$ cat src/rtl/pc_pkg.sv
// Shared types and defaults for the fetch PC sequencer.
// Holds the FSM state set, PC select codes and the alignment helper.
package pc_pkg;

  localparam logic [31:0] RESET_PC_DEF = 32'h0000_0000;
  localparam logic [31:0] PC_STEP_DEF  = 32'd4;

  typedef enum logic [1:0] {
    IDLE,
    FETCH,
    HOLD,
    FLUSH
  } state_t;

  typedef enum logic [1:0] {
    SEL_HOLD,
    SEL_INC,
    SEL_TGT,
    SEL_RESET
  } pc_sel_t;

  function automatic logic [31:0] align_pc(input logic [31:0] a);
    return {a[31:2], 2'b00};
  endfunction

endpackage

$ cat src/rtl/pc_next_calc.sv
// Combinational next-PC select: hold, step, redirect target or reset PC.
// The increment wraps naturally at 32 bits.
module pc_next_calc
  import pc_pkg::*;
#(
  parameter logic [31:0] RESET_PC = RESET_PC_DEF,
  parameter logic [31:0] PC_STEP  = PC_STEP_DEF
) (
  input  pc_sel_t     sel,
  input  logic [31:0] pc,
  input  logic [31:0] target,
  output logic [31:0] pc_next
);

  always_comb begin
    pc_next = pc;
    unique case (sel)
      SEL_HOLD:  pc_next = pc;
      SEL_INC:   pc_next = pc + PC_STEP;
      SEL_TGT:   pc_next = target;
      SEL_RESET: pc_next = RESET_PC;
    endcase
  end

endmodule

$ cat src/rtl/pc_sequencer.sv
// Instruction fetch sequencer: one outstanding imem request at a time,
// with stall hold and redirect handling including in-flight flush.
module pc_sequencer
  import pc_pkg::*;
#(
  parameter logic [31:0] RESET_PC = RESET_PC_DEF,
  parameter logic [31:0] PC_STEP  = PC_STEP_DEF
) (
  input  logic        clk,
  input  logic        rst,
  input  logic        en,
  input  logic        stall,
  input  logic        redirect_valid,
  input  logic [31:0] redirect_pc,
  output logic        imem_req,
  output logic [31:0] imem_addr,
  input  logic        imem_ack,
  input  logic [31:0] imem_rdata,
  output logic        ifetch_valid,
  output logic [31:0] ifetch_pc,
  output logic [31:0] ifetch_instr
);

  state_t      state;
  pc_sel_t     sel;
  logic [31:0] pc;
  logic [31:0] target;
  logic [31:0] redir;
  logic [31:0] tgt;
  logic [31:0] pc_next;
  logic        ack;

  assign ack   = imem_ack & imem_req;
  assign redir = align_pc(redirect_pc);
  // A fresh redirect always beats the stored one
  assign tgt   = redirect_valid ? redir : target;

  always_comb begin
    sel = SEL_HOLD;
    unique case (state)
      IDLE, HOLD: if (redirect_valid) sel = SEL_TGT;
      FETCH: begin
        if (ack) sel = redirect_valid ? SEL_TGT : SEL_INC;
      end
      FLUSH: if (ack) sel = SEL_TGT;
      default: sel = SEL_HOLD;
    endcase
  end

  pc_next_calc #(
    .RESET_PC (RESET_PC),
    .PC_STEP  (PC_STEP)
  ) u_next (
    .sel     (sel),
    .pc      (pc),
    .target  (tgt),
    .pc_next (pc_next)
  );

  always_ff @(posedge clk or negedge rst) begin
    if (!rst) begin
      state        <= IDLE;
      pc           <= RESET_PC;
      target       <= RESET_PC;
      imem_req     <= 1'b0;
      imem_addr    <= RESET_PC;
      ifetch_valid <= 1'b0;
      ifetch_pc    <= 32'h0;
      ifetch_instr <= 32'h0;
    end else begin
      pc <= pc_next;
      unique case (state)
        IDLE: begin
          if (redirect_valid || en) begin
            state        <= FETCH;
            imem_req     <= 1'b1;
            imem_addr    <= pc_next;
            ifetch_valid <= 1'b0;
          end
        end
        FETCH: begin
          if (ack && redirect_valid) begin
            imem_addr <= pc_next;
          end else if (redirect_valid) begin
            target <= redir;
            state  <= FLUSH;
          end else if (ack) begin
            ifetch_instr <= imem_rdata;
            ifetch_pc    <= pc;
            ifetch_valid <= 1'b1;
            imem_req     <= 1'b0;
            state        <= HOLD;
          end
        end
        HOLD: begin
          if (redirect_valid) begin
            ifetch_valid <= 1'b0;
            imem_req     <= 1'b1;
            imem_addr    <= pc_next;
            state        <= FETCH;
          end else if (!stall) begin
            ifetch_valid <= 1'b0;
            if (en) begin
              imem_req  <= 1'b1;
              imem_addr <= pc_next;
              state     <= FETCH;
            end else begin
              state <= IDLE;
            end
          end
        end
        FLUSH: begin
          // Old request stays up until its response is swallowed
          if (ack) begin
            imem_addr <= pc_next;
            state     <= FETCH;
          end else if (redirect_valid) begin
            target <= redir;
          end
        end
        default: state <= IDLE;
      endcase
    end
  end

endmodule

$ cat config.mk
export PLATFORM = sky130hd
export DESIGN_NAME = pc_sequencer
export DESIGN_NICKNAME = d
export VERILOG_FILES = /design/src/rtl/pc_pkg.sv /design/src/rtl/pc_next_calc.sv /design/src/rtl/pc_sequencer.sv
export SDC_FILE = /design/constraint.sdc
export NUM_CORES = 1
export LEC_CHECK = 0
export CAP_MARGIN = 20
export CORE_ASPECT_RATIO = 1.5
export CORE_MARGIN = 3
export CORE_UTILIZATION = 51
export CTS_CLUSTER_SIZE = 40
export DETAILED_ROUTE_END_ITERATION = 10
export PLACE_DENSITY = 0.81
export SLEW_MARGIN = 20
export SYNTH_ARGS = -nofsm -noshare
export SYNTH_HDL_FRONTEND = slang
export SYNTH_SLANG_ARGS = --single-unit
$ cat constraint.sdc
create_clock -name clk -period 2.6 [get_ports clk]
set_input_delay 0.78 -clock clk [delete_from_list [all_inputs] [get_ports clk]]
set_output_delay 0.78 -clock clk [all_outputs]
set_load 0.03 [all_outputs]
Word level (Yosys, flattened, before mapping):

Cells that the tools add are included.

* $add $sub $neg: 1
* equality and inequality tests: 16
* multiplexer cells: 41
* bitwise logic cells: 3
* reductions and logical operators: 13

Operators by type and width (count)
* two-way mux 32 bit: 9
* one-hot mux 32 bit (4 select lines): 2
* one-hot mux 32 bit (2 select lines): 1
* adder 32 x 3 -> 32 bit, second input constant: 1
* two-way mux 2 bit: 11
* two-way mux 1 bit: 14
* != test 2 bit, second input constant: 7
* AND reduction 5 bit: 2
* != test 3 bit, second input constant: 3
* equality test 2 bit, second input constant: 4
* one-hot mux 2 bit (4 select lines): 1
* AND reduction 7 bit: 1
* one-hot mux 1 bit (3 select lines): 2
* one-hot mux 2 bit (3 select lines): 1
* AND reduction 6 bit: 1
* equality test 2 x 1 -> 1 bit, second input constant: 2
* zero test 2 bit: 2
* AND reduction 4 bit: 1
* AND reduction 3 bit: 1
* nonzero test 3 bit: 1
* inverter 1 bit: 2
* nonzero test 2 bit: 1
* OR reduction 2 bit: 1
* AND 1 bit: 1
* 2 further kinds: 2

* register bits: 164
* input bits: 70
* output and inout bits: 98
* logic and storage cells: 82

Depth between registers and ports, before layout:

Gate-level depths: netlist of run 1.

* depth after elaboration: 9
* mapped depth: 10
* gate-level depth less buffers: 7

Cells and area by module:

A second synthesis of run 1 with hierarchy kept.

* cells, all modules: 601
* area, all modules: 7723.7 um2

By module, submodules not included
* pc_sequencer: times used 1, cells each 377, area an instance 6269.8 um2, seq. area each 4103.9 um2
* pc_next_calc: times used 1, cells each 224, area an instance 1453.9 um2, seq. area each 0.0 um2

Least setup slack after synthesis of run 1:

No wires, ideal clock.

* path kind: input to register
* start: input port redirect_valid
* end: register imem_addr[15]
* library setup time: 0.125 ns
* arrival: 2.093 ns
* required time: 2.475 ns
* setup slack: 0.383 ns
* stages: 8
* buffers on the path: 3
* path through: buf_2 -> and4b_1 -> buf_4 -> nand2_2 -> buf_4 -> nor3_1 -> a221o_1 -> mux2_2

* word-level cells in the longest chain between the ends: 9
* elaborated cells between the ends (all ways): 24
* those cells by class: eq/ne: 7; mux: 13; reduce/logical: 4

RTL lines
* start, declared: line pc_sequencer.sv:13 `input logic redirect_valid,`
* two-way mux 2 bit (2 in series): line pc_sequencer.sv:43 `if (ack) sel = redirect_valid ? SEL_TGT : SEL_INC;`
* one-hot mux 2 bit (3 select lines): line pc_sequencer.sv:40 `unique case (state)`
* equality test 2 bit, or another cell as far along: line pc_next_calc.sv:17 `unique case (sel)`
* one-hot mux 32 bit (4 select lines) (*): line pc_next_calc.sv:17
* net pc_next[15]: line pc_sequencer.sv:30 `logic [31:0] pc_next;`
* two-way mux 32 bit: line pc_sequencer.sv:103 `if (en) begin`
* two-way mux 32 bit: line pc_sequencer.sv:101 `end else if (!stall) begin`
* two-way mux 32 bit: line pc_sequencer.sv:96 `if (redirect_valid) begin`
* one-hot mux 32 bit (4 select lines) (*): line pc_sequencer.sv:72 `unique case (state)`
* end signal, assigned: line pc_sequencer.sv:77 `imem_addr <= pc_next;`
* end signal, assigned: line pc_sequencer.sv:99 `imem_addr <= pc_next;`
* end signal, assigned: line pc_sequencer.sv:105 `imem_addr <= pc_next;`
* end, declared: line pc_sequencer.sv:16 `output logic [31:0] imem_addr,`

Mark *: on every way through the listed nets, which the timed path passes. The rest lies on a longest branch. The select of a mux whose other input is x is not followed.
A chain may end at the register's enable or synchronous reset.

Final worst setup path of run 1:

* start: register imem_req
* end: output port imem_req

RTL lines
* start, declared: line pc_sequencer.sv:15 `output logic imem_req,`
* start signal, assigned: line pc_sequencer.sv:65 `imem_req <= 1'b0;`
* start signal, assigned: line pc_sequencer.sv:76 `imem_req <= 1'b1;`
* start signal, assigned: line pc_sequencer.sv:91 `imem_req <= 1'b0;`

No word-level cell between the ends.

==> results of run 1 <==
==> power groups by stage <==
stage               sequential [uW]  combinational [uW]  clock (uW)
floorplan                      5770                2800           0
global placement               4580                6470           0
detailed placement             4640                6620           0
CTS                            4600                6670        2560
global route                   4790                7120        2680
finish                         4620                6640        2520
==> layout make-up <==
type                    instances  share of cell area, %
clock buffers                  18                   4.21
repair buffers                205                   20.0
flip-flops and latches        164                   40.3
inverters                      13                  0.479
clock inverters                14                   1.71
well taps                     192                   2.36
multi-input cells             532                   31.0
==> stage by stage <==
stage	worst slack [ps]	setup TNS, ps
5_1_grt	135	0
3_5_place_dp	-73.0	-522
2_1_floorplan	383	0
6_report	210	0
3_3_place_gp	-38.7	-161
4_1_cts	196	0
==> flip-flops by register name, indices dropped and copies added (netlist names) <==
signal / flops
ifetch_valid: 1
target: 32
ifetch_pc: 32
ifetch_instr: 32
imem_addr: 32
imem_req: 1
state: 2
pc: 32
==> cell usage in the layout (no fill, tap or decap), types with 17 or more instances in the layout <==
master                              n
sky130_fd_sc_hd__clkdlybuf4s50_1  163
sky130_fd_sc_hd__mux2i_1           31
sky130_fd_sc_hd__mux2_2            47
sky130_fd_sc_hd__a21oi_1           33
sky130_fd_sc_hd__nor3_1            17
sky130_fd_sc_hd__clkbuf_16         17
sky130_fd_sc_hd__dfrtp_1          164
sky130_fd_sc_hd__buf_4             33
sky130_fd_sc_hd__o21ai_0           26
sky130_fd_sc_hd__nand2_1          212
sky130_fd_sc_hd__nor2_1            35
==> final timing paths <==
path / startpoint / to / slack [ps] / cells past startpoint
worst max-delay path: imem_req / imem_req / 210 / 1
worst min-delay path: rst / ifetch_instr[27] / 200 / 1
worst min register to register: ifetch_pc[14] / ifetch_pc[14] / 470 / 2
min in group clk: ifetch_pc[14] / ifetch_pc[14] / 470 / 2
worst max register to register: state[1] / imem_addr[7] / 380 / 8
max in group asynchronous: rst / pc[19] / 1740 / 2
==> metal layers <==
| metal | track usage, % | routed length, um | vias up |
|---|---|---|---|
| met2 | 41.6 | 9610 | 243 |
| met4 | 8.44 | 408 | 0 |
| met3 | 5.55 | 998 | 38 |
| met1 | 28.9 | 7790 | 2976 |
| li1 | - | - | 2962 |
| met5 | 0 | 0 | - |
==> kinds of logic after synthesis <==
logic type	Yosys count	share of synthesized area, %
AO/OA/AOI/OAI	118	9.98
multiplexers	78	11.2
flip-flops	164	54.6
AND/OR/NAND/NOR	321	18.7
XOR/XNOR	9	1.05
adder cells (fa/ha/maj)	6	1.00
buffers and inverters	57	3.40
==> run_summary.xml, run 1 <==
<?xml version="1.0" encoding="UTF-8"?>
<metrics>
  <group name="run_status">
    <metric name="status" unit="">finished clean</metric>
  </group>
  <group name="clock_network">
    <metric name="cts.repair_timing.setup_buffer_count" unit="">0</metric>
    <metric name="holdBufCountCts" unit="">0</metric>
    <metric name="cts_repair_resize_count" unit="">0</metric>
    <metric name="clkSinkCount" unit="">164</metric>
    <metric name="clock_tree.htree_level_count" unit="">4</metric>
    <metric name="tritoncts" unit="">yes</metric>
    <metric name="cts_made_buffers" unit="">17</metric>
    <metric name="cts-root-to-sink-buffers" unit="">2</metric>
    <metric name="cts.root.buffer_cell" unit="">sky130_fd_sc_hd__clkbuf_16</metric>
    <metric name="worst_setup_hold_path_clk_slew" unit="ps">70</metric>
    <metric name="clk-insertion-delay-late" unit="ps">420</metric>
  </group>
  <group name="worst_hold_path">
    <metric name="tightest_hold_check_type" unit="">input port to async pin</metric>
  </group>
  <group name="die">
    <metric name="core_area" unit="um^2">14200</metric>
    <metric name="die_outline_area" unit="um^2">16200</metric>
    <metric name="floorplan.die.width" unit="um">105</metric>
    <metric name="placementRows" unit="">53</metric>
    <metric name="initial_utilization" unit="%">52.9</metric>
    <metric name="die_height" unit="um">155</metric>
    <metric name="num_io_pins" unit="">168</metric>
  </group>
  <group name="yosys">
    <metric name="most_frequently_used_cell_type_in_the_post_synthesis_netlist" unit="">sky130_fd_sc_hd__nand2_1</metric>
    <metric name="syn-instance-count" unit="">753</metric>
    <metric name="synthFlopType" unit="">sky130_fd_sc_hd__dfrtp_1</metric>
    <metric name="synth_warn" unit="">0</metric>
    <metric name="mappedNetlistArea" unit="um^2">7510</metric>
    <metric name="top_area_cell_type_share_of_the_netlist_area" unit="%">54.6</metric>
    <metric name="synth_seq_cells" unit="">164</metric>
    <metric name="synth.top_cells.by_area" unit="">sky130_fd_sc_hd__dfrtp_1 55%, sky130_fd_sc_hd__nand2_1 11%, sky130_fd_sc_hd__mux2_2 7.0%</metric>
    <metric name="yosysUniqueCellTypes" unit="">60</metric>
    <metric name="syn_nets" unit="">829</metric>
    <metric name="syn_area_per_cell" unit="um^2">9.97</metric>
    <metric name="synth_area_leader_cell" unit="">sky130_fd_sc_hd__dfrtp_1</metric>
    <metric name="synth_seq_area_share" unit="%">54.6</metric>
    <metric name="synth.top_cells.by_count" unit="">212 x sky130_fd_sc_hd__nand2_1, 164 x sky130_fd_sc_hd__dfrtp_1, 47 x sky130_fd_sc_hd__mux2_2, 35 x sky130_fd_sc_hd__nor2_1, 33 x sky130_fd_sc_hd__a21oi_1</metric>
    <metric name="async_reset_ff_share" unit="%">100</metric>
    <metric name="synth_enable_flop_cells" unit="">0</metric>
  </group>
  <group name="route">
    <metric name="routed_wirelength" unit="mm">18.8</metric>
    <metric name="avgViaCountPerCell" unit="">5.46</metric>
    <metric name="drt_pass1_iterations" unit="">5</metric>
    <metric name="drtAntennaViolNets" unit="">0</metric>
    <metric name="detail_route.drc_violations" unit="">0</metric>
    <metric name="drt_iter0_drc" unit="">573</metric>
    <metric name="wl_per_cell" unit="um">16.5</metric>
    <metric name="route.vias.total" unit="">6219</metric>
  </group>
  <group name="power_and_ir_drop">
    <metric name="power_frac_comb" unit="%">48.2</metric>
    <metric name="static-leakage-power" unit="uW">0.00463</metric>
    <metric name="total_power" unit="uW">13800</metric>
    <metric name="pwr-share-clk" unit="%">18.3</metric>
    <metric name="worst_ir_drop_vdd" unit="mV">0.756</metric>
    <metric name="netSwitchingFraction" unit="%">41.2</metric>
    <metric name="sequentialPowerShare" unit="%">33.5</metric>
    <metric name="switchingPower" unit="uW">5680</metric>
    <metric name="p_per_area" unit="nW/um^2">1350</metric>
    <metric name="internal_power_consumption" unit="uW">8090</metric>
  </group>
  <group name="sta">
    <metric name="fin_crit" unit="ps">2390</metric>
    <metric name="hold_ws" unit="ps">202</metric>
    <metric name="finalSetupViolCount" unit="">0</metric>
    <metric name="finalHoldViolCount" unit="">0</metric>
    <metric name="timing.final.max_slew_violations" unit="">0</metric>
    <metric name="tightest_slew" unit="ps">419</metric>
    <metric name="timing.max_slew.rel_slack" unit="%">71.3</metric>
    <metric name="max_freq" unit="GHz">0.418</metric>
    <metric name="layout_worst_path_cycle_share" unit="%">91.9</metric>
    <metric name="timing.clock.skew" unit="ps">9.74</metric>
    <metric name="setup_repair_after_global_routing_missed_its_margin" unit="">no</metric>
  </group>
  <group name="setup_path">
    <metric name="worstSetupEndpointType" unit="">output port</metric>
    <metric name="crit_chain" unit="">clkdlybuf4s50_1</metric>
    <metric name="start_kind" unit="">flip-flop</metric>
    <metric name="slowest_stage" unit="">sky130_fd_sc_hd__clkdlybuf4s50_1</metric>
    <metric name="cp.buffers_inverters" unit="">1</metric>
    <metric name="path_delay_family" unit="">buffers and inverters</metric>
    <metric name="timing.setup.critical_path_class" unit="">flip-flop to output port</metric>
    <metric name="critical_path.max_fanout" unit="">7</metric>
    <metric name="cp.arrival" unit="ps">1610</metric>
    <metric name="required" unit="ps">1820</metric>
    <metric name="timing.critical_path.slowest_cell_delay" unit="ps">720</metric>
  </group>
  <group name="place">
    <metric name="dpl-instance-area" unit="um^2">9590</metric>
    <metric name="io_buffer_count" unit="">165</metric>
    <metric name="rd_place_congestion" unit="">0.864</metric>
    <metric name="post-place-cells" unit="">1106</metric>
    <metric name="dpl.hpwl" unit="mm">13.7</metric>
  </group>
  <group name="finish">
    <metric name="drive_gt1_share" unit="%">14.6</metric>
    <metric name="fin_nets" unit="">1009</metric>
    <metric name="layout-area-overhead-vs-synth" unit="%">35.7</metric>
    <metric name="final_design_area_no_fill" unit="um^2">10200</metric>
    <metric name="fillerInstances" unit="">1071</metric>
    <metric name="antenna_cells_inserted" unit="">0</metric>
    <metric name="utilization" unit="%">71.8</metric>
    <metric name="layout.area.seq" unit="um^2">4100</metric>
    <metric name="multi_input_comb_area" unit="um^2">3160</metric>
    <metric name="post_layout_nonfiller_instances" unit="">1138</metric>
  </group>
  <group name="global_route">
    <metric name="first_global_vias" unit="">6297</metric>
    <metric name="grt_first_pass_wirelength" unit="mm">31.1</metric>
    <metric name="grt_use_total" unit="%">23.8</metric>
    <metric name="global_route.overflow_total" unit="">0</metric>
    <metric name="grt_start_max_net_pins" unit="">73</metric>
    <metric name="antenna_violations_before_repair" unit="">0</metric>
  </group>
  <group name="run">
    <metric name="timing.max_cap.violations" unit="">0</metric>
  </group>
</metrics>
No activity file was read; power rests on OpenSTA's default activity.
==> run 2: changes to the inputs <==
--- a/config.mk
+++ b/config.mk
@@ -5,13 +5,14 @@
 export SDC_FILE = /design/constraint.sdc
 export NUM_CORES = 1
 export LEC_CHECK = 0
-export CAP_MARGIN = 20
+export CAP_MARGIN = 25
 export CORE_ASPECT_RATIO = 1.5
 export CORE_MARGIN = 3
 export CORE_UTILIZATION = 51
 export CTS_CLUSTER_SIZE = 40
 export DETAILED_ROUTE_END_ITERATION = 10
 export PLACE_DENSITY = 0.81
+export RECOVER_POWER = 50
 export SLEW_MARGIN = 20
 export SYNTH_ARGS = -nofsm -noshare
 export SYNTH_HDL_FRONTEND = slang
==> run_summary.xml, run 2 (synthesis gave the netlist of run 1 again) <==
<?xml version="1.0" encoding="UTF-8"?>
<metrics>
  <group name="sta">
    <metric name="timing.max_slew.rel_slack" unit="%">8.58</metric>
    <metric name="tightest_slew" unit="ps">1370</metric>
    <metric name="timing.clock.skew" unit="ps">7.14</metric>
    <metric name="finalSetupViolCount" unit="">0</metric>
    <metric name="finalWorstSetupSlack" unit="ps">194</metric>
    <metric name="timing.final.max_slew_violations" unit="">0</metric>
    <metric name="fin_crit" unit="ps">2410</metric>
    <metric name="finalHoldViolCount" unit="">0</metric>
    <metric name="layout_worst_path_cycle_share" unit="%">92.6</metric>
    <metric name="max_freq" unit="GHz">0.416</metric>
    <metric name="setup_repair_after_global_routing_missed_its_margin" unit="">no</metric>
  </group>
  <group name="worst_hold_path">
    <metric name="tightest_hold_check_type" unit="">flip-flop to flip-flop</metric>
  </group>
  <group name="setup_path">
    <metric name="worstSetupEndpointType" unit="">flip-flop</metric>
    <metric name="cp.arrival" unit="ps">2710</metric>
    <metric name="crit_chain" unit="">dlygate4sd3_1, and4b_1, clkbuf_2, nor2_1, a31oi_1, o21ai_0, mux2_2</metric>
    <metric name="slowest_stage" unit="">sky130_fd_sc_hd__dlygate4sd3_1</metric>
    <metric name="timing.setup.critical_path_class" unit="">input port to flip-flop</metric>
    <metric name="required" unit="ps">2910</metric>
    <metric name="start_kind" unit="">input port</metric>
    <metric name="critical_path.max_fanout" unit="">18</metric>
    <metric name="timing.critical_path.slowest_cell_delay" unit="ps">610</metric>
  </group>
  <group name="finish">
    <metric name="antenna_cells_inserted" unit="">0</metric>
    <metric name="fillerInstances" unit="">1078</metric>
    <metric name="layout-area-overhead-vs-synth" unit="%">35.1</metric>
    <metric name="drive_gt1_share" unit="%">14.3</metric>
    <metric name="layout_commonest_cell" unit="">sky130_fd_sc_hd__nand2_1</metric>
    <metric name="layout.area.seq" unit="um^2">4100</metric>
    <metric name="final_design_area_no_fill" unit="um^2">10100</metric>
    <metric name="fin_nets" unit="">1009</metric>
    <metric name="most_frequent_cells_in_the_layout" unit="">212 x sky130_fd_sc_hd__nand2_1, 164 x sky130_fd_sc_hd__dfrtp_1, 162 x sky130_fd_sc_hd__clkdlybuf4s50_1</metric>
    <metric name="multi_input_comb_area" unit="um^2">3160</metric>
  </group>
  <group name="power_and_ir_drop">
    <metric name="static-leakage-power" unit="uW">0.00461</metric>
    <metric name="p_per_area" unit="nW/um^2">1350</metric>
    <metric name="worst_ir_drop_vdd" unit="mV">0.757</metric>
  </group>
  <group name="run">
    <metric name="timing.max_cap.violations" unit="">0</metric>
  </group>
  <group name="route">
    <metric name="drtAntennaViolNets" unit="">0</metric>
    <metric name="detail_route.drc_violations" unit="">0</metric>
    <metric name="drt_pass1_iterations" unit="">7</metric>
    <metric name="drt_iter0_drc" unit="">539</metric>
    <metric name="wl_per_cell" unit="um">16.5</metric>
    <metric name="routed_wirelength" unit="mm">18.8</metric>
    <metric name="route.vias.total" unit="">6267</metric>
    <metric name="avgViaCountPerCell" unit="">5.51</metric>
  </group>
  <group name="place">
    <metric name="dpl.hpwl" unit="mm">13.7</metric>
    <metric name="dpl-instance-area" unit="um^2">9590</metric>
    <metric name="dp_worst_setup_slack" unit="ps">-73.0</metric>
    <metric name="rd_place_congestion" unit="">0.864</metric>
    <metric name="io_buffer_count" unit="">165</metric>
  </group>
  <group name="clock_network">
    <metric name="cts_made_buffers" unit="">17</metric>
    <metric name="cts.repair_timing.setup_buffer_count" unit="">0</metric>
    <metric name="clk-insertion-delay-late" unit="ps">420</metric>
    <metric name="cts_repair_resize_count" unit="">0</metric>
    <metric name="clkSinkCount" unit="">164</metric>
    <metric name="clock_tree.htree_level_count" unit="">4</metric>
    <metric name="tritoncts" unit="">yes</metric>
    <metric name="cts.root.buffer_cell" unit="">sky130_fd_sc_hd__clkbuf_16</metric>
    <metric name="worst_setup_hold_path_clk_slew" unit="ps">60</metric>
    <metric name="holdBufCountCts" unit="">0</metric>
    <metric name="cts-root-to-sink-buffers" unit="">2</metric>
  </group>
  <group name="global_route">
    <metric name="global_route.overflow_total" unit="">0</metric>
    <metric name="grt_first_pass_wirelength" unit="mm">31.1</metric>
    <metric name="first_global_vias" unit="">6297</metric>
    <metric name="antenna_violations_before_repair" unit="">0</metric>
    <metric name="grt_start_max_net_pins" unit="">73</metric>
    <metric name="grt_use_total" unit="%">23.8</metric>
  </group>
  <group name="die">
    <metric name="num_io_pins" unit="">168</metric>
    <metric name="floorplan.die.width" unit="um">105</metric>
    <metric name="initial_utilization" unit="%">52.9</metric>
    <metric name="die_outline_area" unit="um^2">16200</metric>
    <metric name="placementRows" unit="">53</metric>
    <metric name="core_area" unit="um^2">14200</metric>
    <metric name="die_height" unit="um">155</metric>
  </group>
  <group name="run_status">
    <metric name="status" unit="">finished clean</metric>
  </group>
</metrics>
## run 2: area by class of cell
| class | count | area share (%) |
|---|---|---|
| sequential | 164 | 40.5 |
| multi-input combinational | 532 | 31.1 |
| timing repair buffer | 205 | 19.6 |
| clock buffer | 18 | 4.23 |
| tap | 192 | 2.37 |
| clock inverter | 14 | 1.71 |
| inverter | 13 | 0.481 |
## run 2: per-layer routing
layer / global-route usage [%] / vias up / wire (um)
li1: - / 2959 / -
met1: 28.9 / 3021 / 7730
met2: 41.6 / 248 / 9600
met3: 5.55 / 39 / 1030
met4: 8.44 / 0 / 410
met5: 0 / - / 0
## run 2: worst paths after layout
kind / startpoint / to / slack, ps / cells after the start
worst min-delay path: ifetch_pc[14] / ifetch_pc[14] / 470 / 2
worst max register to register: state[1] / imem_addr[4] / 300 / 8
worst max-delay path: imem_ack / imem_addr[4] / 190 / 7
max in group asynchronous: rst / pc[29] / 440 / 2
worst min register to register: ifetch_pc[14] / ifetch_pc[14] / 470 / 2
min in group asynchronous: rst / ifetch_instr[27] / 650 / 1
## run 2: worst max-delay path, delay by kind of cell
kind            cells  cell delay [ps]
compound gates      2              270
buf+inv             2              980
mux                 1              270
simple gates        2              400
## run 2: power breakdown
part	total [uW]	internal [uW]	switching (uW)
logic	6610	2870	3740
registers	4620	3750	873
clock network	2520	1450	1070
## run 2: metrics by stage
stage | instances | power [uW] | TNS (ps) | utilization [%] | hold slack (ps)
after floorplan | 753 | 8570 | 0 | - | 454
after global placement | 1106 | 11000 | -161 | 67.6 | 455
after detailed placement | 1106 | 11300 | -522 | 67.6 | 461
after CTS | 1138 | 13800 | 0 | 71.8 | 201
after global routing | 1138 | 14600 | 0 | 71.5 | 501
final | 1138 | 13700 | 0 | 71.5 | 469
==> run 3: changes to the inputs <==
--- a/config.mk
+++ b/config.mk
@@ -11,9 +11,10 @@
 export CORE_UTILIZATION = 51
 export CTS_CLUSTER_SIZE = 40
 export DETAILED_ROUTE_END_ITERATION = 10
-export PLACE_DENSITY = 0.81
+export PLACE_DENSITY = 0.8
 export RECOVER_POWER = 50
 export SLEW_MARGIN = 20
 export SYNTH_ARGS = -nofsm -noshare
 export SYNTH_HDL_FRONTEND = slang
+export SYNTH_HIERARCHICAL = 1
 export SYNTH_SLANG_ARGS = --single-unit
==> run_summary.xml, run 3 <==
<?xml version="1.0" encoding="UTF-8"?>
<metrics>
  <group name="route">
    <metric name="routed.top_layer" unit="">met4</metric>
    <metric name="met3WireLength" unit="um">926</metric>
    <metric name="route.met2.wl" unit="mm">11.2</metric>
    <metric name="routed_length_on_met1" unit="mm">7.40</metric>
    <metric name="drt_pass1_iterations" unit="">4</metric>
    <metric name="drt_iter0_drc" unit="">320</metric>
    <metric name="routed_wirelength" unit="mm">20.0</metric>
    <metric name="avgViaCountPerCell" unit="">5.78</metric>
    <metric name="detail_route.drc_violations" unit="">0</metric>
    <metric name="route.vias.total" unit="">5778</metric>
    <metric name="wl_per_cell" unit="um">20.0</metric>
    <metric name="drtAntennaViolNets" unit="">0</metric>
  </group>
  <group name="global_route">
    <metric name="grt_use_total" unit="%">24.8</metric>
    <metric name="grt_start_max_net_pins" unit="">65</metric>
    <metric name="grt_first_pass_wirelength" unit="mm">32.6</metric>
    <metric name="antenna_violations_before_repair" unit="">2</metric>
    <metric name="global_route.overflow_total" unit="">0</metric>
    <metric name="first_global_vias" unit="">6311</metric>
  </group>
  <group name="setup_path">
    <metric name="critical_path.endpoint" unit="">imem_addr[30]</metric>
    <metric name="number_of_stages_on_the_worst_setup_path" unit="">8</metric>
    <metric name="critical_path.max_fanout" unit="">5</metric>
    <metric name="start_kind" unit="">input port</metric>
    <metric name="cp.buffers_inverters" unit="">2</metric>
    <metric name="slowest_stage" unit="">sky130_fd_sc_hd__clkdlybuf4s50_1</metric>
    <metric name="r2r_setup_slack" unit="ps">90</metric>
    <metric name="worstSetupEndpointType" unit="">flip-flop</metric>
    <metric name="ff2ff_path_depth" unit="">9</metric>
    <metric name="rr_startpoint" unit="">state[1]</metric>
    <metric name="path_delay_family" unit="">simple AND/OR/NAND/NOR gates</metric>
    <metric name="timing.critical_path.slowest_cell_delay" unit="ps">510</metric>
    <metric name="crit-reg2reg-capture" unit="">imem_addr[30]</metric>
    <metric name="required" unit="ps">2900</metric>
    <metric name="timing.setup.critical_path_class" unit="">input port to flip-flop</metric>
    <metric name="worst_setup_path_startpoint" unit="">imem_ack</metric>
    <metric name="crit_chain" unit="">clkdlybuf4s50_1, nand4b_1, nor2b_4, buf_4, nand4_1, nor4_1, o21ai_0, mux2_1</metric>
    <metric name="cp.arrival" unit="ps">2840</metric>
  </group>
  <group name="place">
    <metric name="post-place-cells" unit="">966</metric>
    <metric name="rd_place_congestion" unit="">0.861</metric>
    <metric name="dp_worst_setup_slack" unit="ps">-311</metric>
    <metric name="io_buffer_count" unit="">165</metric>
    <metric name="dpl.hpwl" unit="mm">14.5</metric>
  </group>
  <group name="worst_hold_path">
    <metric name="tightest_hold_check_type" unit="">flip-flop to flip-flop</metric>
    <metric name="timing.hold.worst.start" unit="">imem_addr[14]</metric>
    <metric name="hold_path_depth" unit="">1</metric>
  </group>
  <group name="yosys">
    <metric name="synth.top_cells.by_count" unit="">164 x sky130_fd_sc_hd__dfrtp_1, 153 x sky130_fd_sc_hd__mux2_2, 26 x sky130_fd_sc_hd__nor2_1, 23 x sky130_fd_sc_hd__mux2i_1, 19 x sky130_fd_sc_hd__a21oi_1</metric>
    <metric name="top_area_cell_type_share_of_the_netlist_area" unit="%">53.1</metric>
    <metric name="synth_seq_cells" unit="">164</metric>
    <metric name="async_reset_ff_share" unit="%">100</metric>
    <metric name="synthFlopType" unit="">sky130_fd_sc_hd__dfrtp_1</metric>
    <metric name="most_frequently_used_cell_type_in_the_post_synthesis_netlist" unit="">sky130_fd_sc_hd__dfrtp_1</metric>
    <metric name="synth_enable_flop_cells" unit="">0</metric>
    <metric name="syn-instance-count" unit="">601</metric>
    <metric name="yosysUniqueCellTypes" unit="">59</metric>
    <metric name="synth_area_leader_cell" unit="">sky130_fd_sc_hd__dfrtp_1</metric>
    <metric name="synth_seq_area_share" unit="%">53.1</metric>
    <metric name="synth_warn" unit="">6</metric>
    <metric name="syn_area_per_cell" unit="um^2">12.9</metric>
    <metric name="mappedNetlistArea" unit="um^2">7720</metric>
    <metric name="syn_nets" unit="">677</metric>
    <metric name="synth.top_cells.by_area" unit="">sky130_fd_sc_hd__dfrtp_1 53%, sky130_fd_sc_hd__mux2_2 22%, sky130_fd_sc_hd__mux2i_1 3.0%</metric>
  </group>
  <group name="clock_network">
    <metric name="clk-insertion-delay-late" unit="ps">430</metric>
    <metric name="tritoncts" unit="">yes</metric>
    <metric name="cts-root-to-sink-buffers" unit="">2</metric>
    <metric name="cts_made_buffers" unit="">17</metric>
    <metric name="clock_tree.htree_level_count" unit="">4</metric>
    <metric name="clkSinkCount" unit="">164</metric>
    <metric name="cts.root.buffer_cell" unit="">sky130_fd_sc_hd__clkbuf_16</metric>
    <metric name="worst_setup_hold_path_clk_slew" unit="ps">70</metric>
  </group>
  <group name="die">
    <metric name="num_io_pins" unit="">168</metric>
    <metric name="core_area" unit="um^2">14700</metric>
    <metric name="die_height" unit="um">157</metric>
    <metric name="initial_utilization" unit="%">52.7</metric>
    <metric name="placementRows" unit="">54</metric>
    <metric name="floorplan.die.width" unit="um">106</metric>
    <metric name="die_outline_area" unit="um^2">16700</metric>
  </group>
  <group name="sta">
    <metric name="timing.max_slew.rel_slack" unit="%">1.89</metric>
    <metric name="finalWorstSetupSlack" unit="ps">58.2</metric>
    <metric name="timing.clock.skew" unit="ps">11.7</metric>
    <metric name="timing.final.max_slew_violations" unit="">0</metric>
    <metric name="layout_worst_path_cycle_share" unit="%">97.8</metric>
    <metric name="tightest_slew" unit="ps">1470</metric>
    <metric name="max_freq" unit="GHz">0.393</metric>
    <metric name="setup_total_negative_slack" unit="ps">0</metric>
    <metric name="finalSetupViolCount" unit="">0</metric>
    <metric name="finalHoldViolCount" unit="">0</metric>
    <metric name="fin_crit" unit="ps">2540</metric>
  </group>
  <group name="finish">
    <metric name="layout-area-overhead-vs-synth" unit="%">33.5</metric>
    <metric name="drive_gt1_share" unit="%">29.3</metric>
    <metric name="layout.area.seq" unit="um^2">4100</metric>
    <metric name="multi_input_comb_area" unit="um^2">3420</metric>
    <metric name="most_frequent_cells_in_the_layout" unit="">164 x sky130_fd_sc_hd__dfrtp_1, 162 x sky130_fd_sc_hd__clkdlybuf4s50_1, 153 x sky130_fd_sc_hd__mux2_2</metric>
    <metric name="fillerInstances" unit="">1089</metric>
    <metric name="layout_commonest_cell" unit="">sky130_fd_sc_hd__dfrtp_1</metric>
    <metric name="post_layout_nonfiller_instances" unit="">999</metric>
    <metric name="fin_nets" unit="">865</metric>
  </group>
  <group name="power_and_ir_drop">
    <metric name="worst_ir_drop_vdd" unit="mV">0.726</metric>
    <metric name="static-leakage-power" unit="uW">0.00416</metric>
    <metric name="p_per_area" unit="nW/um^2">1380</metric>
  </group>
  <group name="run_status">
    <metric name="status" unit="">finished clean</metric>
  </group>
  <group name="run">
    <metric name="timing.max_cap.violations" unit="">0</metric>
  </group>
</metrics>
[run 3: cell types whose count changed in the layout (fill, tap and decap cells not counted), sizes merged, moves of 5 or more]
cell,delta
a21oi,-13
a31oi,-7
inv,-6
mux2,+111
mux2i,-8
nand2,-194
nand4,+7
nor2,-10
nor2b,+7
nor3,-10
o21ai,-32
o22ai,+6
o311ai,+5
[run 3: how the worst min path moves through the flow]
stage                             endpoint
after floorplan            ifetch_instr[0]
after global placement       imem_addr[14]
after detailed placement     imem_addr[14]
after CTS                    ifetch_pc[14]
after global routing      ifetch_instr[22]
final                        imem_addr[14]
[run 3: final cells by class]
type | instances | area share (%)
tap | 196 | 2.38
sequential | 164 | 39.8
clock inverter | 13 | 1.24
clock buffer | 18 | 4.16
multi-input combinational | 396 | 33.2
timing repair buffer | 201 | 18.9
antenna | 2 | 0.0485
inverter | 9 | 0.340
[run 3: cell families after synthesis]
kind of cell	count (synthesis)	synth area share, %
AO/OA/AOI/OAI	79	7.34
XOR/XNOR	1	0.113
adder cells (fa/ha/maj)	6	0.972
buffers and inverters	41	3.06
flip-flops	164	53.1
multiplexers	181	26.0
AND/OR/NAND/NOR	129	9.36
[run 3: worst register-to-register path: cells and delay by family, from the launching register on]
kind,cells,cell delay (ps)
AND/OR/NAND/NOR,4,940
flip-flops,1,410
multiplexers,1,300
buffers and inverters,2,290
adder cells (fa/ha/maj),1,290
AO/OA/AOI/OAI,1,160
[run 3: where the power goes]
group          total (uW)  switching, uW  leakage, uW  internal [uW]
Combinational        7390           3900      0.00205           3490
Clock                2380           1050     0.000263           1330
Sequential           4490            798      0.00185           3690
[run 3: what timing repair did]
| item | CTS | global route |
|---|---|---|
| hold buffers | 0 | 0 |
| buffers inserted | 0 | 0 |
| gates resized for setup | 0 | 7 |
| setup endpoints to repair | 0 | 6 |
[run 3: per-stage QoR]
step	area, um^2	total power, uW	util (%)	hold WS, ps
floorplan	7730	9200	-	477
global placement	9770	11600	66.7	475
detailed placement	9770	11900	66.7	478
CTS	10300	14300	70.5	334
global route	10300	15100	70.3	507
finish	10300	14300	70.3	493
[run 3: layer usage]
layer	vias up	track usage, %
li1	2626	-
met1	2920	28.2
met2	198	46.0
met3	34	4.95
met4	0	8.59
met5	-	0
==> variant, RTL diff (config.mk and constraints of run 1) <==
Encoding of `state_t`: now one-hot (4 bits for 4 states).
--- a/src/rtl/pc_pkg.sv
+++ b/src/rtl/pc_pkg.sv
@@ -7,7 +7,7 @@
 
-  typedef enum logic [1:0] {
-    IDLE,
-    FETCH,
-    HOLD,
-    FLUSH
+  typedef enum logic [3:0] {
+    IDLE  = 4'b0001,
+    FETCH = 4'b0010,
+    HOLD  = 4'b0100,
+    FLUSH = 4'b1000
   } state_t;
Behaviour: no difference found for any inputs over 4 cycles, from zero or initial values and one cycle with rst low; so few cycles prove little.
==> variant against run 1 <==
- cell area is 1.3% higher
- utilization increased by 1.3 points
- sequential cell count is 2 higher
- worst setup slack lost 0.10 ns
- area after synthesis down 1.3%
- combinational power fell by 2%
- register-to-register slack lost 0.23 ns
- sequential power up 1%
- power shrank 0.45%
- non-clock buffer count increased by 23
- routed wire length rose by 3.5%
- critical path type is now in -> reg
- highest routed layer unchanged
==> variant: results (changes against run 1) <==
Yosys
The share of the synthesized netlist area taken by xor and xnor gates is 2.128% (+1.1 points). The post-synthesis adder-cell area fraction is 0.1689% (-0.83 points). The cell area after synthesis is 0.007410 sq mm (-1.3%). The compound-gate portion of the synthesized area came to 8.494% (-1.5 points). The count of different cell masters after synthesis is 58 (-3.3%). The net count after synthesis is 802 (-3.3%). The share of the yosys chip area belonging to registers was 56.08% (+1.4 points).

The gate count after technology mapping is 731 (-2.9%).

Cells and area
The non-clock buffer area fraction after layout is 21.26% (+1.3 points). The final instance count without filler cells came to 1146 (+0.70%). The net total in the final layout is 1012 (+0.30%).

The number of inverters outside the clock class in the layout is 7 (-6). The count of non-CTS buffers in the layout came to 228 (+11%). The fraction of final layout cells sized beyond drive strength 1 is 17.71% (+3.1 points). The relative area of clock buffers and inverters in the final design came to 5.707% (-0.21 points).

Power
The largest voltage drop on the vdd net is 0.7624 mV (+0.89%). The leakage dissipation is 4.661 nW (+0.65%).

Worst setup path
The worst stage delay on the critical path is 0.53 ns (-0.19 ns). The setup slack on the worst flop-to-flop path is 0.15 ns (-0.23 ns). In this run the critical register-to-register path is launched from state[2]$_DFFE_PN0P_. The arrival time at the worst endpoint is 2.80 ns (+1.19 ns). The endpoint of the worst-slack reg-to-reg timing path is imem_addr[26]$_DFFE_PN0P_. The critical path capture point is imem_addr[22]$_DFFE_PN0P_.

Routing
The number of vias after detailed routing is 6176 (-0.69%). The number of DRC markers in iteration 0 came to 392 (-32%). The routed length per placed instance is 16.98 um (+2.8%).

Placed design
The area of placed instances is 0.009731 sq mm (+1.5%). The HPWL after detailed placement is 13870 um (+1.4%). The global placer's final weighted congestion was 0.8646 (about the same).

Global routing
The via count of the first global-routing pass came to 6449 (+2.4%). The combined global-route utilization of all metal layers was 24.91% (+1.1 points).

STA
The maximum achievable frequency is 401.1 MHz (-4.2%). The final worst clock skew is 0.009800 ns (+0.00006217 ns). The minimum hold slack came to 0.2639 ns (+0.06181 ns).

Outcome
The run finished with clean final reports.
-- variant: cell types whose count changed in the layout (fill, tap and decap cells not counted), moves of 9 or more --
cell | run 1 | this run
sky130_fd_sc_hd__a211oi_1 | 2 | 13
sky130_fd_sc_hd__buf_4 | 33 | 57
sky130_fd_sc_hd__nor2b_1 | 1 | 17
sky130_fd_sc_hd__mux2i_1 | 31 | 16
sky130_fd_sc_hd__o21ai_1 | 11 | 0
sky130_fd_sc_hd__o21ai_0 | 26 | 17
-- variant: per-layer routing --
layer / wire (um) / global-route usage (%)
met5: 0 / 0
met4: 790 / 11.72
met3: 806 / 4.704
met2: 10140 / 44.02
met1: 7722 / 29.10
-- variant: power by group --
| group | switching (mW) | total [mW] | internal (mW) | leakage (nW) |
|---|---|---|---|---|
| clock network | 1.06 | 2.51 | 1.45 | 0.283 |
| logic | 3.55 | 6.53 | 2.98 | 2.35 |
| registers | 0.853 | 4.67 | 3.81 | 2.03 |
| total | 5.47 | 13.7 | 8.24 | 4.66 |
